**src/rtl/spi_ram_pkg.sv**
```systemverilog
// Shared definitions for the SPI register-RAM master and slave:
// command codes, field widths, packet lengths and the master FSM state type.
package spi_ram_pkg;

  localparam int ADDR_W      = 4;
  localparam int DATA_W      = 8;
  localparam int CMD_W       = 4;
  localparam int WR_BITS     = 16;
  localparam int RD_CMD_BITS = 8;
  localparam int BIT_CNT_W   = 5;

  localparam logic [CMD_W-1:0] CMD_WR = 4'h1;
  localparam logic [CMD_W-1:0] CMD_RD = 4'h2;

  typedef enum logic [2:0] {
    IDLE,
    SETUP,
    SHIFT_HI,
    SHIFT_LO,
    HOLD,
    GAP
  } state_t;

  // Builds the on-wire packet; bit 0 is transmitted first. Reads only use
  // the low RD_CMD_BITS, the zero upper byte keeps mosi low afterwards.
  function automatic logic [WR_BITS-1:0] pack_req(
    input logic              write,
    input logic [ADDR_W-1:0] addr,
    input logic [DATA_W-1:0] data
  );
    if (write) return {data, addr, CMD_WR};
    else       return {{DATA_W{1'b0}}, addr, CMD_RD};
  endfunction

endpackage

```
**src/rtl/spi_clk_div.sv**
```systemverilog
// Half-period tick generator. Counts enabled clk cycles and pulses tick on
// the last cycle of a period of 'limit' cycles, then restarts from zero.
module spi_clk_div #(
  parameter int CNT_W = 4
) (
  input  logic             clk,
  input  logic             reset,
  input  logic             en,
  input  logic             clr,
  input  logic [CNT_W-1:0] limit,
  output logic [CNT_W-1:0] count,
  output logic             tick
);

  assign tick = en && (count == (limit - CNT_W'(1)));

  // Period counter: wraps on tick so every phase starts counting from zero.
  // NOTE: registers are written only with <= so all flops see pre-edge values.
  always_ff @(posedge clk) begin
    if (reset || clr) begin
      count <= '0;
    end else if (en) begin
      count <= tick ? '0 : count + CNT_W'(1);
    end
  end

endmodule

```
**src/rtl/spi_ram_master.sv**
```systemverilog
// SPI mode-0 master producing LSB-first packets for the SPI register RAM.
// Optional build macro SPI_MASTER_STATS_EN adds wr_count/rd_count outputs.
module spi_ram_master
  import spi_ram_pkg::*;
#(
  parameter int CLK_DIV    = 2,
  parameter int CS_GAP     = 3,
  parameter int DUMMY_BITS = 7
) (
  input  logic              clk,
  input  logic              reset,
  input  logic              req_valid,
  output logic              req_ready,
  input  logic              req_write,
  input  logic [ADDR_W-1:0] req_addr,
  input  logic [DATA_W-1:0] req_wdata,
  output logic              rsp_valid,
  output logic [DATA_W-1:0] rsp_rdata,
  output logic              busy,
  output logic              spi_clk,
  output logic              spi_cs,
  output logic              spi_mosi,
  input  logic              spi_miso
`ifdef SPI_MASTER_STATS_EN
  ,
  output logic [15:0]       wr_count,
  output logic [15:0]       rd_count
`endif
);

  localparam int GAP_CYC       = CS_GAP * 2 * CLK_DIV;
  localparam int CNT_W         = $clog2(CLK_DIV * 2 * CS_GAP + 1);
  localparam int RD_DATA_FIRST = RD_CMD_BITS + DUMMY_BITS;
  localparam int RD_DATA_LAST  = RD_DATA_FIRST + DATA_W - 1;
  localparam int WR_LAST       = WR_BITS - 1;

  state_t                 state;
  logic [WR_BITS-1:0]     shift_reg;
  logic [DATA_W-1:0]      rx_shift;
  logic [BIT_CNT_W-1:0]   bit_cnt;
  logic [BIT_CNT_W-1:0]   last_bit;
  logic                   is_write;

  logic [WR_BITS-1:0]     req_packet;
  logic [CNT_W-1:0]       div_limit;
  logic [CNT_W-1:0]       div_count;
  logic                   div_tick;
  logic                   in_window;

  assign req_packet = pack_req(req_write, req_addr, req_wdata);
  assign div_limit  = (state == GAP) ? CNT_W'(GAP_CYC) : CNT_W'(CLK_DIV);
  assign in_window  = !is_write
                   && (bit_cnt >= BIT_CNT_W'(RD_DATA_FIRST))
                   && (bit_cnt <= BIT_CNT_W'(RD_DATA_LAST));

  spi_clk_div #(
    .CNT_W (CNT_W)
  ) u_clk_div (
    .clk   (clk),
    .reset (reset),
    .en    (state != IDLE),
    .clr   (state == IDLE),
    .limit (div_limit),
    .count (div_count),
    .tick  (div_tick)
  );

  // Transaction FSM with registered SPI pins and handshake outputs.
  always_ff @(posedge clk) begin
    if (reset) begin
      state     <= IDLE;
      req_ready <= 1'b1;
      busy      <= 1'b0;
      rsp_valid <= 1'b0;
      rsp_rdata <= '0;
      spi_clk   <= 1'b0;
      spi_cs    <= 1'b1;
      spi_mosi  <= 1'b0;
      shift_reg <= '0;
      rx_shift  <= '0;
      bit_cnt   <= '0;
      last_bit  <= '0;
      is_write  <= 1'b0;
    end else begin
      rsp_valid <= 1'b0;
      case (state)
        IDLE: begin
          if (req_valid) begin
            shift_reg <= req_packet;
            is_write  <= req_write;
            last_bit  <= req_write ? BIT_CNT_W'(WR_LAST) : BIT_CNT_W'(RD_DATA_LAST);
            bit_cnt   <= '0;
            spi_mosi  <= req_packet[0];
            spi_cs    <= 1'b0;
            req_ready <= 1'b0;
            busy      <= 1'b1;
            state     <= SETUP;
          end
        end
        SETUP: begin
          if (div_tick) begin
            spi_clk <= 1'b1;
            state   <= SHIFT_HI;
          end
        end
        SHIFT_HI: begin
          // First cycle of the high phase: miso was settled at the last fall.
          if (div_count == '0 && in_window) begin
            rx_shift <= {spi_miso, rx_shift[DATA_W-1:1]};
          end
          if (div_tick) begin
            spi_clk   <= 1'b0;
            shift_reg <= shift_reg >> 1;
            spi_mosi  <= shift_reg[1];
            state     <= SHIFT_LO;
          end
        end
        SHIFT_LO: begin
          if (div_tick) begin
            if (bit_cnt == last_bit) begin
              state <= HOLD;
            end else begin
              bit_cnt <= bit_cnt + BIT_CNT_W'(1);
              spi_clk <= 1'b1;
              state   <= SHIFT_HI;
            end
          end
        end
        HOLD: begin
          if (div_tick) begin
            spi_cs   <= 1'b1;
            spi_mosi <= 1'b0;
            state    <= GAP;
            if (!is_write) begin
              rsp_valid <= 1'b1;
              rsp_rdata <= rx_shift;
            end
          end
        end
        GAP: begin
          if (div_tick) begin
            busy      <= 1'b0;
            req_ready <= 1'b1;
            state     <= IDLE;
          end
        end
        default: state <= IDLE;
      endcase
    end
  end

`ifdef SPI_MASTER_STATS_EN
  // Per-type completion counters, bumped as each transaction enters GAP.
  always_ff @(posedge clk) begin
    if (reset) begin
      wr_count <= '0;
      rd_count <= '0;
    end else if (state == HOLD && div_tick) begin
      if (is_write) wr_count <= wr_count + 16'd1;
      else          rd_count <= rd_count + 16'd1;
    end
  end
`endif

endmodule
```
**config.mk**
```make
export PLATFORM = sky130hd
export DESIGN_NAME = spi_ram_master
export DESIGN_NICKNAME = d
export VERILOG_FILES = /design/src/rtl/spi_ram_pkg.sv /design/src/rtl/spi_clk_div.sv /design/src/rtl/spi_ram_master.sv
export SDC_FILE = /design/constraint.sdc
export NUM_CORES = 1
export LEC_CHECK = 0
export ABC_AREA = 1
export CORE_UTILIZATION = 59
export DETAILED_ROUTE_END_ITERATION = 12
export GPL_ROUTABILITY_DRIVEN = 0
export HOLD_SLACK_MARGIN = 0.03
export PLACE_DENSITY = 0.9
export SYNTH_ARGS = -nofsm -noshare
export SYNTH_HDL_FRONTEND = slang
export SYNTH_HIERARCHICAL = 1
export SYNTH_SLANG_ARGS = --single-unit
```
**constraint.sdc**
```tcl
create_clock -name clk -period 3.2 [get_ports clk]
set_input_delay 0.48 -clock clk [delete_from_list [all_inputs] [get_ports clk]]
set_output_delay 0.48 -clock clk [all_outputs]
set_load 0.02 [all_outputs]
```
; After elaboration in Yosys (flattened, before gate mapping)
; Index checks and enable logic that the tools add are counted.
[totals]
out_inout_bits = 14
mem_count = 0
inputBits = 17
rom_bits = 0
ramBits = 0
latchBits = 0
reg_bits = 56
elab_cells = 95
[op_classes]
n_lt_le_gt_ge = 2
multipliers = 0
n_reduce_logical = 26
add_sub_neg = 3
div_mod_pow = 0
eq_ne = 14
shifts = 0
mux = 33
bitwise = 3
[op_table]
columns = op, count
row1 = $mux 16, 3
row2 = $pmux 16 s2, 1
row3 = $mux 3, 7
row4 = $mux 5, 4
row5 = $pmux 3 s6, 1
row6 = $reduce_and 3->1, 4
row7 = $ne 2x1->1 const B, 5
row8 = $pmux 5 s2, 1
row9 = $mux 1, 9
row10 = $reduce_bool 3->1, 3
row11 = $mux 4, 2
row12 = $reduce_and 4->1, 2
row13 = $reduce_bool 2->1, 4
row14 = $eq 3x2->1 const B, 2
row15 = $eq 3x3->1 const B, 2
row16 = $pmux 1 s2, 3
row17 = $pmux 1 s3, 2
row18 = $reduce_and 6->1, 1
row19 = $add 5x1->5 const B, 1
row20 = $eq 5x5->1, 1
row21 = $ge 5x4->1 const B, 1
row22 = $le 5x5->1 const B, 1
row23 = $reduce_and 5->1, 1
row24 = $add 4x1->4 const B, 1
row25 = other kinds (12), 19

; Depth between registers and ports, before layout
[logic_depth]
word_depth = 7
mapped_depth = 18
ltp_nobuf = 17

; Hierarchy
; Netlist, hierarchy kept.
[by_module_without_submodules]
columns = mod, n_inst, area_each_um2, seq_area_each_um2, cells_per_inst
row1 = spi_ram_master, 1, 2108.3, 960.9, 286
row2 = spi_clk_div, 1, 337.8, 80.1, 54

; Worst setup path after synthesis
; No wires, ideal clock.
[synth_path]
kind = reg-to-reg
start = reg state[1]
end = reg shift_reg[10]
period_less_slack_ns = 2.119
path_stages_with_launch = 17
n_path_buf = 1
required_time_ns = 3.075
t_arrival_ns = 1.994
path_slack_ns = 1.081
setup_time_ns = 0.125
path_cell_list = dfxtp_1 inv_1 nand3_1 inv_1 ha_1 nor2_1 nor2_1 nand2_1 nor2_2 nand2_2 inv_1 inv_1 nand2_2 nand3_4 inv_2 buf_2 a31oi_1
[synth_via]
elab_chain_cells = 7
word_cells_on_any_way = 13
classes_between = add/sub (1) / eq/ne (5) / mux (2) / reduce/logical (5)
[synth_rtl]
columns = element, line_no
row1 = from (decl), spi_ram_master.sv:37  ; state_t state;
row2 = from (signal assigned), spi_ram_master.sv:71  ; state <= IDLE;
row3 = from (signal assigned), spi_ram_master.sv:97  ; state <= SETUP;
row4 = from (signal assigned), spi_ram_master.sv:103  ; state <= SHIFT_HI;
row5 = $eq 3x3->1, spi_ram_master.sv:51  ; assign div_limit = (state == GAP) ? CNT_W'(GAP_CYC) : CNT_W'(CLK_DIV);
row6 = $mux 4, spi_ram_master.sv:51
row7 = via div_limit[1], spi_ram_master.sv:45  ; logic [CNT_W-1:0] div_limit;
row8 = $sub 4x1->4, spi_clk_div.sv:15  ; assign tick = en && (count == (limit - CNT_W'(1)));
row9 = $eq 4x4->1, spi_clk_div.sv:15
row10 = $logic_and 1x1->1, spi_clk_div.sv:15
row11 = via div_tick, spi_ram_master.sv:47  ; logic div_tick;
row12 = $ne 2x1->1 (no source line), --
row13 = $reduce_and 3->1 (no source line), --
row14 = to (signal assigned), spi_ram_master.sv:89  ; shift_reg <= req_packet;
row15 = to (signal assigned), spi_ram_master.sv:113  ; shift_reg <= shift_reg >> 1;
row16 = to (decl), spi_ram_master.sv:38  ; logic [WR_BITS-1:0] shift_reg;
; The timed path passes the listed nets, and every way through them passes these cells.
; A chain may end at the register's enable or synchronous reset.

; Final worst setup path
[layout_path]
start = reg state[1]
end = reg shift_reg[14]
; The elaborated chain is that of the path after synthesis.

==> out/metrics.cfg <==
[power]
switchingPower_mw = 0.4382
seq_power_share = 0.479
p_sw_frac = 0.2804
p_int_mw = 1.125
p_comb_frac = 0.191
power_density_nw_per_um2 = 540.5
p_leak_nw = 1.181
power_frac_clock = 0.330
ir_drop_v = 0.0003923

[yosys]
yosys.area.top_type = dfxtp_1
ys_ff_latch = 52
synth_area_um2 = 2446
synthTopCellsByCount = nand2_1, dfxtp_1, inv_1
synth_xor_area_frac = 0.01074
synth_cells = 340
ys.warnings.count = 6
ys_top_cells_by_area = dfxtp_1, nand2_1, a21oi_1
yosys.area_share.adder = 0.02558
async_reset_ff_frac = 0
ys_types = 35
yosys.area.top_type_share = 0.4256
synth_compound_area_frac = 0.1913
yosys_most_used_dff = dfxtp_1
yosysMostFrequentCell = nand2_1
syn_area_per_cell_um2 = 7.194
synth_mux_area_frac = 0
synth_edf_count = 0
synth_top_family_by_area = simple AND/OR/NAND/NOR gates
yosys.area_share.simple = 0.2527
ys_seq_area_frac = 0.4256

[critical_path]
path_cells = inv_1 > nand3_1 > inv_1 > ha_1 > nor2_1 > nor2_1 > nand2_1 > nor2_2 > nand2_2 > inv_1 > inv_1 > nand2_2 > nand3_4 > inv_2 > o21ai_0 > a31oi_1
worstPathRequired_ns = 3.43
cpMostUsedCell = inv_1
worstSetupStartpointType = flip-flop
crit_type = reg -> reg
path_delay_family = buffers and inverters
crit_start = state[1]$_SDFFE_PP0P_
cp_num_buf_inv = 5
arrival_ns = 2.86
end_kind = flip-flop
crit_path_max_incr_delay_ns = 0.45
crit_fanout = 24
cp_slowest_cell = dfxtp_1
r2r-start = state[1]$_SDFFE_PP0P_

[clocking]
cts_hold_buffers = 0
root_buffer = clkbuf_8
cts_tree = done
clk_path_buf_depth = 2
post_cts_resized = 0
cts_buffers = 5
cts.sink_count = 52
h-tree-depth = 2
post_cts.repair.setup_buffers = 0
insertion_delay_ns = 0.30
clk_pin_slew_ns = 0.09

[floorplanning]
core_um2 = 4000
die_h_um = 66.39
row_count = 23
dieArea_um2 = 4408
initial_core_util = 0.6115
io_pins = 31
die_x_um = 66.39

[detailed_routing]
antenna_left = 0
dr.pass1.iters = 5
routedWlPerCell_um = 12.48
wl_um = 5255
drtIter0Drc = 189
drcViolationCount = 0
via_count = 2248
via_per_inst = 5.340

[finish]
antenna_cells = 0
drive_gt1_frac = 0.07547
areaGrowthSynthToFinish_pct = 18.21
largest_register_ffs = 15
nets = 393
design_area_um2 = 2892
finalNonFillerCells = 421

[timing]
holdWs_ns = 0.4565
finalHoldViolCount = 0
worst_pin_slew_ns = 0.5541
clock-skew-final_ns = 0.003633
finalSetupTns_ns = 0
rsz0062_at_grt = no
min_period_ns = 2.628
slew_headroom = 0.6278
post-route-period-util = 0.8213
finalSetupViolCount = 0
timing.fmax_mhz = 380.5
slew_viol_final = 0

[placement]
place_area_um2 = 2763
dp_hpwl_um = 3617
numPlacedInstances = 414
port_buffers = 30

[run_status]
outcome = finished, final reports clean

[min_path]
hold_start = req_ready$_SDFFE_PP1P_
hold_class = reg -> reg

[global_routing]
grt_overflow_total = 0
grt_use_total = 0.2557
grt_pass1_vias = 1977
grt_max_degree = 28
antenna_found_initial = 0
grt_pass1_wl_um = 8590

[run]
cap_violations = 0

[power groups by stage]
stage                     logic, mW  registers, mW  clock network (mW)
after floorplan               0.220          0.763                   0
after global placement        0.287          0.759                   0
after detailed placement      0.295          0.762                   0
after CTS                     0.299          0.748               0.524
after global routing          0.339          0.756               0.552
final                         0.299          0.748               0.515
[cell type report]
type	count	area, µm²
Clock buffer	5	68.82
Clock inverter	2	60.06
Fill cell	317	1109
Inverter	42	157.7
Multi-Input combinational cell	238	1186
Sequential cell	52	1041
Tap cell	50	62.56
Timing Repair Buffer	32	315.3
[tightest hold or removal path, delay by kind of cell (launching register included)]
kind,cells,cell delay [ns]
AND/OR/NAND/NOR,2,0.11
flip-flops,1,0.32
[cells by family (layout without fill, tap and decap cells)]
family / after synthesis / in the layout
and+or+nand+nor: 139 / 139
AOI/OAI and AO/OA: 88 / 88
DFF: 52 / 52
buffers and inverters: 52 / 81
adders and majority gates: 5 / 5
xor gates and xnor gates: 3 / 3
other: 1 / 3
[metal layers]
metal	GRT usage	vias to the layer above	share of wire
met1	0.3146	1017	0.44
met3	0.06207	7	0.049
met4	0.09043	0	0.014
met5	0	-	0
li1	-	1170	-
met2	0.4311	54	0.50
[per-stage QoR]
stage	total power, mW	utilization	setup WS [ns]
floorplan	0.9825	-	1.081
global placement	1.046	0.6906	0.8539
detailed placement	1.056	0.6906	0.7102
CTS	1.571	0.7229	0.5800
global route	1.647	0.7229	0.3720
finish	1.563	0.7229	0.5718
[path summary, 6_finish.rpt]
path                                      to  slack, ns  cells after the start
hold reg to reg       req_ready$_SDFFE_PP1P_       0.46                      2
setup / recovery  shift_reg[14]$_SDFFE_PP0P_       0.57                     16
hold / removal        req_ready$_SDFFE_PP1P_       0.46                      2
setup reg to reg  shift_reg[14]$_SDFFE_PP0P_       0.57                     16
[cells in the final DEF (no fill, tap or decap), drive strengths merged]
master	synthesis	layout
o21a	1	1
xnor2	2	2
dfxtp	52	52
a211oi	1	1
and3	1	1
xor2	1	1
inv	41	41
or2	2	2
clkinv	1	1
clkdlybuf4s50	0	30
nor2	28	28
a21oi	36	36
nor3b	2	2
a31oi	11	11
nand2	80	80
o22ai	1	1
nand4	1	1
buf	5	2
nor3	6	6
ha	5	5
conb	1	3
clkbuf	5	5
bufinv	0	2
o21ai	38	38
nand3	19	19
(Power assumes the default switching activity.)
